--- config.mk ---
export PLATFORM = sky130hd
export DESIGN_NAME = fetch_line_buffer
export DESIGN_NICKNAME = d
export VERILOG_FILES = /design/src/rtl/fetch_line_buffer.sv
export SDC_FILE = /design/constraint.sdc
export NUM_CORES = 1
export LEC_CHECK = 0
export BUFFER_PORTS_ARGS = -buffer_cell sky130_fd_sc_hd__buf_2
export CORE_ASPECT_RATIO = 0.5
export CORE_UTILIZATION = 42
export DETAILED_ROUTE_END_ITERATION = 8
export PLACE_DENSITY = 0.63
export SLEW_MARGIN = 20
export SYNTH_ARGS = -nofsm -noshare
export SYNTH_HDL_FRONTEND = slang
export SYNTH_SLANG_ARGS = --single-unit
--- constraint.sdc ---
create_clock -name clk_i -period 10.1 [get_ports clk_i]
set_input_delay 0.505 -clock clk_i [delete_from_list [all_inputs] [get_ports clk_i]]
set_output_delay 0.505 -clock clk_i [all_outputs]
set_load 0.01 [all_outputs]
--- src/rtl/fetch_line_buffer.sv ---
`timescale 1ns/1ps
// Line-granular instruction fetch: one outstanding icache request, DEPTH-entry line FIFO, per-word decode handshake.
// Build option FETCH_BUF_BYPASS_EN forwards an arriving line straight to decode when the FIFO is empty.
module fetch_line_buffer #(
    parameter int              ADDR_W   = 40,
    parameter int              LINE_W   = 128,
    parameter int              INST_W   = 32,
    parameter int              DEPTH    = 4,
    parameter logic [ADDR_W-1:0] RESET_PC = 40'h0000000100
) (
    input  logic                       clk_i,
    input  logic                       rstn_i,
    input  logic                       redirect_valid_i,
    input  logic [ADDR_W-1:0]          redirect_pc_i,
    output logic                       icache_req_valid_o,
    output logic [ADDR_W-1:0]          icache_req_vaddr_o,
    input  logic                       icache_req_ready_i,
    input  logic                       icache_resp_valid_i,
    input  logic [LINE_W-1:0]          icache_resp_data_i,
    input  logic [1:0]                 icache_resp_xcpt_i,
    output logic                       inst_valid_o,
    output logic [INST_W-1:0]          inst_o,
    output logic [ADDR_W-1:0]          inst_pc_o,
    output logic [1:0]                 inst_xcpt_o,
    input  logic                       inst_ready_i,
    output logic [$clog2(DEPTH):0]     buf_count_o
);

    localparam int LB    = LINE_W / 8;
    localparam int IPL   = LINE_W / INST_W;
    localparam int OFF_W = $clog2(LB);
    localparam int WO_W  = OFF_W - 2;
    localparam int PTR_W = $clog2(DEPTH);
    localparam int CNT_W = PTR_W + 1;

    typedef enum logic [1:0] {REQ, WAIT, DRAIN, HALT} state_t;

    state_t              state_q, state_d;
    logic [ADDR_W-1:0]   fetch_pc_q, deq_pc_q;
    logic [PTR_W-1:0]    rd_ptr_q, wr_ptr_q;
    logic [CNT_W-1:0]    count_q, count_d;
    logic                mis_q;
    logic                halt_after_drain_q;
    logic [LINE_W-1:0]   line_q [DEPTH];
    logic [1:0]          xcpt_q [DEPTH];

    logic [ADDR_W-1:0]   fetch_line_pc;
    logic [WO_W-1:0]     word_off;
    logic                fifo_empty, redirect_mis, req_fire, resp_take, bypass;
    logic                deq_fire, leaving_line, push, pop, outstanding;
    logic [LINE_W-1:0]   out_line;
    logic [1:0]          out_xcpt;

    assign fetch_line_pc = {fetch_pc_q[ADDR_W-1:OFF_W], {OFF_W{1'b0}}};
    assign word_off      = deq_pc_q[OFF_W-1:2];
    assign fifo_empty    = (count_q == '0);
    assign redirect_mis  = (redirect_pc_i[1:0] != 2'b00);
    assign resp_take     = (state_q == WAIT) && icache_resp_valid_i && !redirect_valid_i;

`ifdef FETCH_BUF_BYPASS_EN
    assign bypass = fifo_empty && !mis_q && resp_take;
`else
    assign bypass = 1'b0;
`endif

    assign icache_req_valid_o = rstn_i && (state_q == REQ) && (count_q < CNT_W'(DEPTH));
    assign icache_req_vaddr_o = fetch_line_pc;
    assign req_fire           = icache_req_valid_o && icache_req_ready_i;

    always_comb begin
        out_line     = line_q[rd_ptr_q];
        out_xcpt     = xcpt_q[rd_ptr_q];
        if (bypass) begin
            out_line = icache_resp_data_i;
            out_xcpt = icache_resp_xcpt_i;
        end
        inst_valid_o = (!fifo_empty || mis_q || bypass) && !redirect_valid_i;
        inst_o       = mis_q ? '0 : out_line[word_off*INST_W +: INST_W];
        inst_xcpt_o  = mis_q ? 2'b11 : out_xcpt;
        inst_pc_o    = deq_pc_q;
    end

    // A faulting line delivers only the instruction at the current offset.
    assign deq_fire     = inst_valid_o && inst_ready_i;
    assign leaving_line = (word_off == WO_W'(IPL - 1)) || (out_xcpt != 2'b00);
    assign pop          = deq_fire && !mis_q && !bypass && leaving_line;
    assign push         = resp_take && !(bypass && deq_fire && leaving_line);
    assign count_d      = count_q + CNT_W'(push) - CNT_W'(pop);
    assign buf_count_o  = count_q;

    // A response still owed by the icache after this cycle must be drained before refetching.
    assign outstanding = (((state_q == WAIT) || (state_q == DRAIN)) && !icache_resp_valid_i) ||
                         ((state_q == REQ) && req_fire);

    always_comb begin
        state_d = state_q;
        if (redirect_valid_i) begin
            if (outstanding)       state_d = DRAIN;
            else if (redirect_mis) state_d = HALT;
            else                   state_d = REQ;
        end else begin
            case (state_q)
                REQ:     if (req_fire) state_d = WAIT;
                WAIT:    if (icache_resp_valid_i)
                             state_d = (icache_resp_xcpt_i != 2'b00) ? HALT : REQ;
                DRAIN:   if (icache_resp_valid_i)
                             state_d = halt_after_drain_q ? HALT : REQ;
                default: state_d = HALT;
            endcase
        end
    end

    always_ff @(posedge clk_i or negedge rstn_i) begin
        if (!rstn_i) begin
            state_q            <= REQ;
            fetch_pc_q         <= RESET_PC;
            deq_pc_q           <= RESET_PC;
            rd_ptr_q           <= '0;
            wr_ptr_q           <= '0;
            count_q            <= '0;
            mis_q              <= 1'b0;
            halt_after_drain_q <= 1'b0;
        end else begin
            state_q <= state_d;
            if (redirect_valid_i) begin
                fetch_pc_q         <= redirect_pc_i;
                deq_pc_q           <= redirect_pc_i;
                rd_ptr_q           <= '0;
                wr_ptr_q           <= '0;
                count_q            <= '0;
                mis_q              <= redirect_mis;
                halt_after_drain_q <= redirect_mis;
            end else begin
                if (resp_take) fetch_pc_q <= fetch_line_pc + ADDR_W'(LB);
                if (push)      wr_ptr_q   <= wr_ptr_q + PTR_W'(1);
                if (pop)       rd_ptr_q   <= rd_ptr_q + PTR_W'(1);
                count_q <= count_d;
                if (deq_fire) begin
                    deq_pc_q <= deq_pc_q + ADDR_W'(4);
                    mis_q    <= 1'b0;
                end
            end
        end
    end

    always_ff @(posedge clk_i) begin
        if (push) begin
            line_q[wr_ptr_q] <= icache_resp_data_i;
            xcpt_q[wr_ptr_q] <= icache_resp_xcpt_i;
        end
    end

endmodule

* Yosys cells after proc, flatten, opt, wreduce, memory -nomap -nowiden
Memories as Yosys holds them, arrays and structs flattened.
Index checks and enable logic that the tools add are counted.
Widths: inputs -> output; s select.
** Operators by class
- $add $sub $neg :: 6
- $lt $le $gt $ge :: 1
- Equality and inequality tests :: 6
- Shifts and indexed selects :: 1
- Multiplexer cells :: 24
- Reductions and logical operators :: 28
** Operator list (number)
- $mux 40 :: 4
- $shiftx 128x8->32 :: 1
- $add 40x3->40 const B :: 1
- $add 40x5->40 const B :: 1
- $mux 32 :: 1
- $mux 2 :: 13
- $reduce_bool 2->1 :: 6
- $logic_and 1x1->1 :: 11
- $ne 3x3->1 const B :: 3
- $pmux 2 s3 :: 1
- $add 2x1->2 const B :: 2
- $eq 2x2->1 const B :: 2
- $logic_not 1->1 :: 4
- $logic_or 1x1->1 :: 4
- $mux 1 :: 4
- $add 3x1->3 :: 1
- $logic_not 3->1 :: 1
- $lt 3x3->1 const B :: 1
- $mux 3 :: 1
- $reduce_and 3->1 :: 1
- $sub 3x1->3 :: 1
- $eq 2x1->1 const B :: 1
- $logic_not 2->1 :: 1
** Word-level totals
- Register bits after elaboration :: 91
- RAM bits :: 520
- Input port bits :: 176
- Output and inout port bits :: 119
- Word-level logic and storage cells :: 76
- Memories :: 2
** Memory list
- line_q :: words 4, width 128, read ports 1, clocked after memory_dff 0, write ports 1, RTL line 44 : logic [LINE_W-1:0] line_q [DEPTH];
- xcpt_q :: words 4, width 2, read ports 1, clocked after memory_dff 0, write ports 1, RTL line 45 : logic [1:0] xcpt_q [DEPTH];

* Depth between registers and ports, before layout
- Depth after elaboration :: 9
- Mapped depth :: 12
- Gate-level depth less buffers :: 12

* Worst setup path before layout
OpenSTA, ideal clock, no wires.
- Path type :: reg-to-reg
- From :: reg state_q[1]
- To :: mem line_q[0][0], enable pin
- Data arrival time :: 4.064 ns
- Required time :: 9.595 ns
- Setup slack :: 5.531 ns
- Stages on the path, launching flop included :: 6
- Path through :: dfrtp_1 inv_1 ha_1 nand2_1 nor2_1 and2_1
** Between the ends
- Word-level cells in the longest chain between the ends :: 5
** RTL lines
- from (decl) :: RTL line 38 : state_t state_q, state_d;
- from (signal assigned) :: RTL line 124 : state_q <= state_d;
- $eq 2x1->1 :: RTL line 58 : assign resp_take = (state_q == WAIT) && icache_resp_valid_i && !redirect_valid_i;
- $logic_and 1x1->1 (2 in series) :: RTL line 58
- $mux 1 :: RTL line 147 : if (push) begin
- $mux 1 (implied by the code) :: RTL line 148 : line_q[wr_ptr_q] <= icache_resp_data_i;
- to (decl) :: RTL line 44
No other way between the ends.

* Final worst setup path
- From :: reg rd_ptr_q[1]
- To :: out inst_o[11]
** Between the ends
- Word-level cells in the longest chain between the ends :: 3
** RTL lines
- from (decl) :: RTL line 40 : logic [PTR_W-1:0] rd_ptr_q, wr_ptr_q;
- from (signal assigned) :: RTL line 136 : if (pop) rd_ptr_q <= rd_ptr_q + PTR_W'(1);
- $mem_v2 4x128
- $shiftx 128x8->32 :: RTL line 78 : inst_o = mis_q ? '0 : out_line[word_off*INST_W +: INST_W];
- $mux 32 :: RTL line 78
- to (decl) :: RTL line 22 : output logic [INST_W-1:0] inst_o,
No other way between the ends.

==> results.txt <==
----------------------------------------------------
[Cells and area]
  Most common cell after layout, fill and taps aside ... edfxtp_1
  Post-route insts no fill ... 2,388
  Filler cell count in the final layout ... 4,730
  Leading cell types in the layout, fill and taps excluded ... edfxtp_1, buf_2, mux4_2
  Area added between synthesis and finish ... 16.2%
  Fraction of layout cells with a size suffix above 1 ... 0.377
  Utilization of the core after routing ... 0.497
  Number of nets in the layout ... 1,761

[Yosys]
  Share of Yosys cell area claimed by the top area cell type ... 0.632
  Share of the synthesized netlist area taken by xor and xnor gates ... 0.0223
  Main combinational cell family by area after synthesis ... multiplexers
  Fraction of the mapped netlist area in compound gates ... 0.0145
  Portion of the post-synthesis area used by sequential elements ... 0.720
  Share of flip-flops with an asynchronous set or reset after synthesis ... 0.143
  Synth Area per Inst ... 19.5 um2
  Cell accounting for the most synthesized area ... edfxtp_1
  Total number of yosys warnings ... 0
  Cell count after synthesis ... 1,266
  Post-synthesis share of cell area spent on full adders, half adders and majority gates ... 0.00689
  Number of flops mapped to enable cells by yosys ... 520
  Most common flop cell mapped by yosys ... edfxtp_1
  Biggest area contributors in the synthesized netlist ... edfxtp_1, mux4_2, dfrtp_1
  Cell variety after synth ... 53
  Multiplexer fraction of the synthesized cell area ... 0.168
  Flip-flop and latch count after synthesis ... 607
  Area fraction in and, or, nand and nor cells after synthesis ... 0.0522
  Synthesized cell area ... 24,700 um2

[Route]
  Number of nets with antenna violations after detailed routing ... 0
  Total via count in the routed design ... 12,907
  Routed WL ... 53,900 um
  DRC Markers ... 0
  Starting DRC count in detailed routing ... 785
  Average detailed-routed wire length per instance ... 22.6 um
  Number of search-and-repair iterations in the first detailed-routing pass ... 5
  Routed via count divided by cell count ... 5.40

[GRT]
  Largest net degree at the start of global routing ... 102
  Initial antenna violation count ... 6
  Gr ovfl total ... 0
  Overall track demand over capacity in global routing ... 0.182
  Via count of the first global-routing pass ... 13,819
  Wire length of the first global-routing pass ... 82,600 um

[Placement]
  Count of buffers from port buffering ... 290
  HPWL reported at the end of detailed placement ... 33,000 um
  Final RePlAce weighted congestion ... 0.814
  DP Cell Count ... 2,282

[Power]
  Leakage power total ... 9.67 nW
  Power Density ... 192 nW/um2
  Pwr Total ... 5.51 mW
  VDD IR-drop max ... 113 uV

[Worst setup path]
  Required time of the critical path ... 9600 ps
  Slowest cell on the critical path ... dfrtp_4
  Nature of the critical path endpoint ... output pin
  Worst stage delay on the critical path ... 1080 ps
  Delay-heaviest family, CP ... flip-flops
  Logic depth of the worst register-to-register path ... 10
  List of cells traversed by the critical path ... buf_4 > mux4_2 > mux4_2 > and2_1 > buf_2
  Crit path kind ... register to output pin
  Maximum fanout along the worst path ... 67
  CP startpoint kind ... register
  Number of cells on the critical path ... 5
  Crit path buffers/inverters ... 2
  Cell repeated most along the worst path ... mux4_2
  CP Data Arrival Time ... 3910 ps

[Die]
  Chip Width ... 345 um
  Row count ... 62
  Floorplan die height ... 173 um
  Initial standard-cell utilization of the core ... 0.428
  Area of the die ... 59,900 um2
  CORE AREA ... 57,700 um2
  I/O Pins ... 295

[Clocking]
  H-tree depth reported by CTS ... 2
  Clock Root Buffer ... clkbuf_16
  Maximum count of clock buffers along a single path ... 3
  Clock tree sinks ... 607
  Clock latency reported for the late side of the worst-skew pair ... 590 ps
  CTS tree ... yes
  Clock transition time at the flip-flop clock pins of the worst setup and hold paths ... 60 ps
  Clock buffer count from CTS ... 55

[STA]
  Highest attainable clock frequency ... 227 MHz
  Number of setup violations in the final report ... 0
  Final Slew Violations ... 0
  Period utilisation layout ... 0.437
  Tightest Pin Transition ... 1070 ps
  Setup TNS Final ... 0 ps
  Number of hold violations in the final report ... 0
  Worst clock skew ... 12.4 ps
  Tmin final ... 4410 ps
  Final hold slack ... 122 ps
  Unrepaired setup endpoints after global routing ... no
  Worst relative slew slack ... 0.282

[Status]
  Result of the run ... finished, final reports clean

[Run]
  Max Cap Violations ... 0

[Min path]
  Hold Path Class ... primary input to register
  Number of instances on the worst hold path ... 1

----------------------------------------------------
[Yosys cell counts, types with 13 or more instances]
| cell | number |
|---|---|
| nand4_1 | 30 |
| inv_1 | 16 |
| xnor2_1 | 39 |
| clkbuf_1 | 33 |
| nand2_1 | 38 |
| nor4_1 | 13 |
| nand3_1 | 33 |
| a21oi_1 | 16 |
| mux4_2 | 162 |
| edfxtp_1 | 520 |
| nor2_1 | 37 |
| and2_1 | 37 |
| dfrtp_1 | 85 |
| o21ai_0 | 16 |
| xor2_1 | 24 |
| mux2_2 | 42 |
[worst reg2reg max path: cells and delay by family, from the launching register on]
family | cells | cell delay [ps]
buf+inv | 3 | 850
xor+xnor | 1 | 160
fa+ha+maj | 3 | 810
simple gates | 1 | 50
flops | 1 | 840
mux | 1 | 690
compound gates | 1 | 270
[metal layers]
metal	GRT usage	vias up	wire [um]
met5	0	-	27
met4	0.0389	4	1010
met3	0.0340	84	2630
met2	0.318	320	27800
met1	0.237	6777	22400
li1	-	5722	-
[sequential cells by signal, summed over array words and instances (netlist names), 2 cells and up]
name,flops
inst_pc_o,40
state_q,2
wr_ptr_q,2
line_q,512
xcpt_q,8
rd_ptr_q,2
fetch_pc_q,36
buf_count_o,3
[power breakdown]
group | switching (mW) | internal [mW]
registers | 0.0719 | 2.82
logic | 0.329 | 0.299
clock network | 0.908 | 1.08
total | 1.31 | 4.20
[stage by stage]
step	instance area, um2	worst slack (ps)
finish	28700	5690
global route	28700	5490
CTS	28700	5630
detailed placement	27000	6230
global placement	27000	6250
floorplan	24700	5530
[path summary, 6_finish.rpt]
path | start | endpoint | slack, ps
setup / recovery | rd_ptr_q[1] | inst_o[11] | 5690
hold / removal | icache_resp_data_i[110] | line_q[0][110] | 120
setup reg to reg | rd_ptr_q[0] | buf_count_o[2] | 6320
hold reg to reg | inst_pc_o[0] | inst_pc_o[0] | 510
max in group asynchronous | rstn_i | rd_ptr_q[1] | 8470
min in group asynchronous | rstn_i | fetch_pc_q[16] | 380
[repair_timing]
| action | in CTS | in global routing |
|---|---|---|
| buffers inserted | 0 | 0 |
| gates resized for setup | 0 | 0 |
| endpoints found under the hold margin | 24 | 0 |
| hold buffers | 1 | 0 |
[kinds of logic after synthesis]
kind of cell	Yosys count
buffers and inverters	79
DFF	607
adders and majority gates	13
other	1
AOI/OAI and AO/OA	59
xor gates and xnor gates	63
and+or+nand+nor	236
muxes	208
[final cells by class]
cell class / instances / area [um2] / share of cell area
repair buffers: 307 / 1600 / 0.0556
well taps: 768 / 961 / 0.0335
clock buffers: 65 / 1410 / 0.0492
inverters: 18 / 67.6 / 0.00235
diodes: 3 / 7.51 / 0.000261
multi-input cells: 583 / 6580 / 0.229
clock inverters: 37 / 283 / 0.00985
flip-flops and latches: 607 / 17800 / 0.620
No activity file was read; power rests on OpenSTA's default activity.
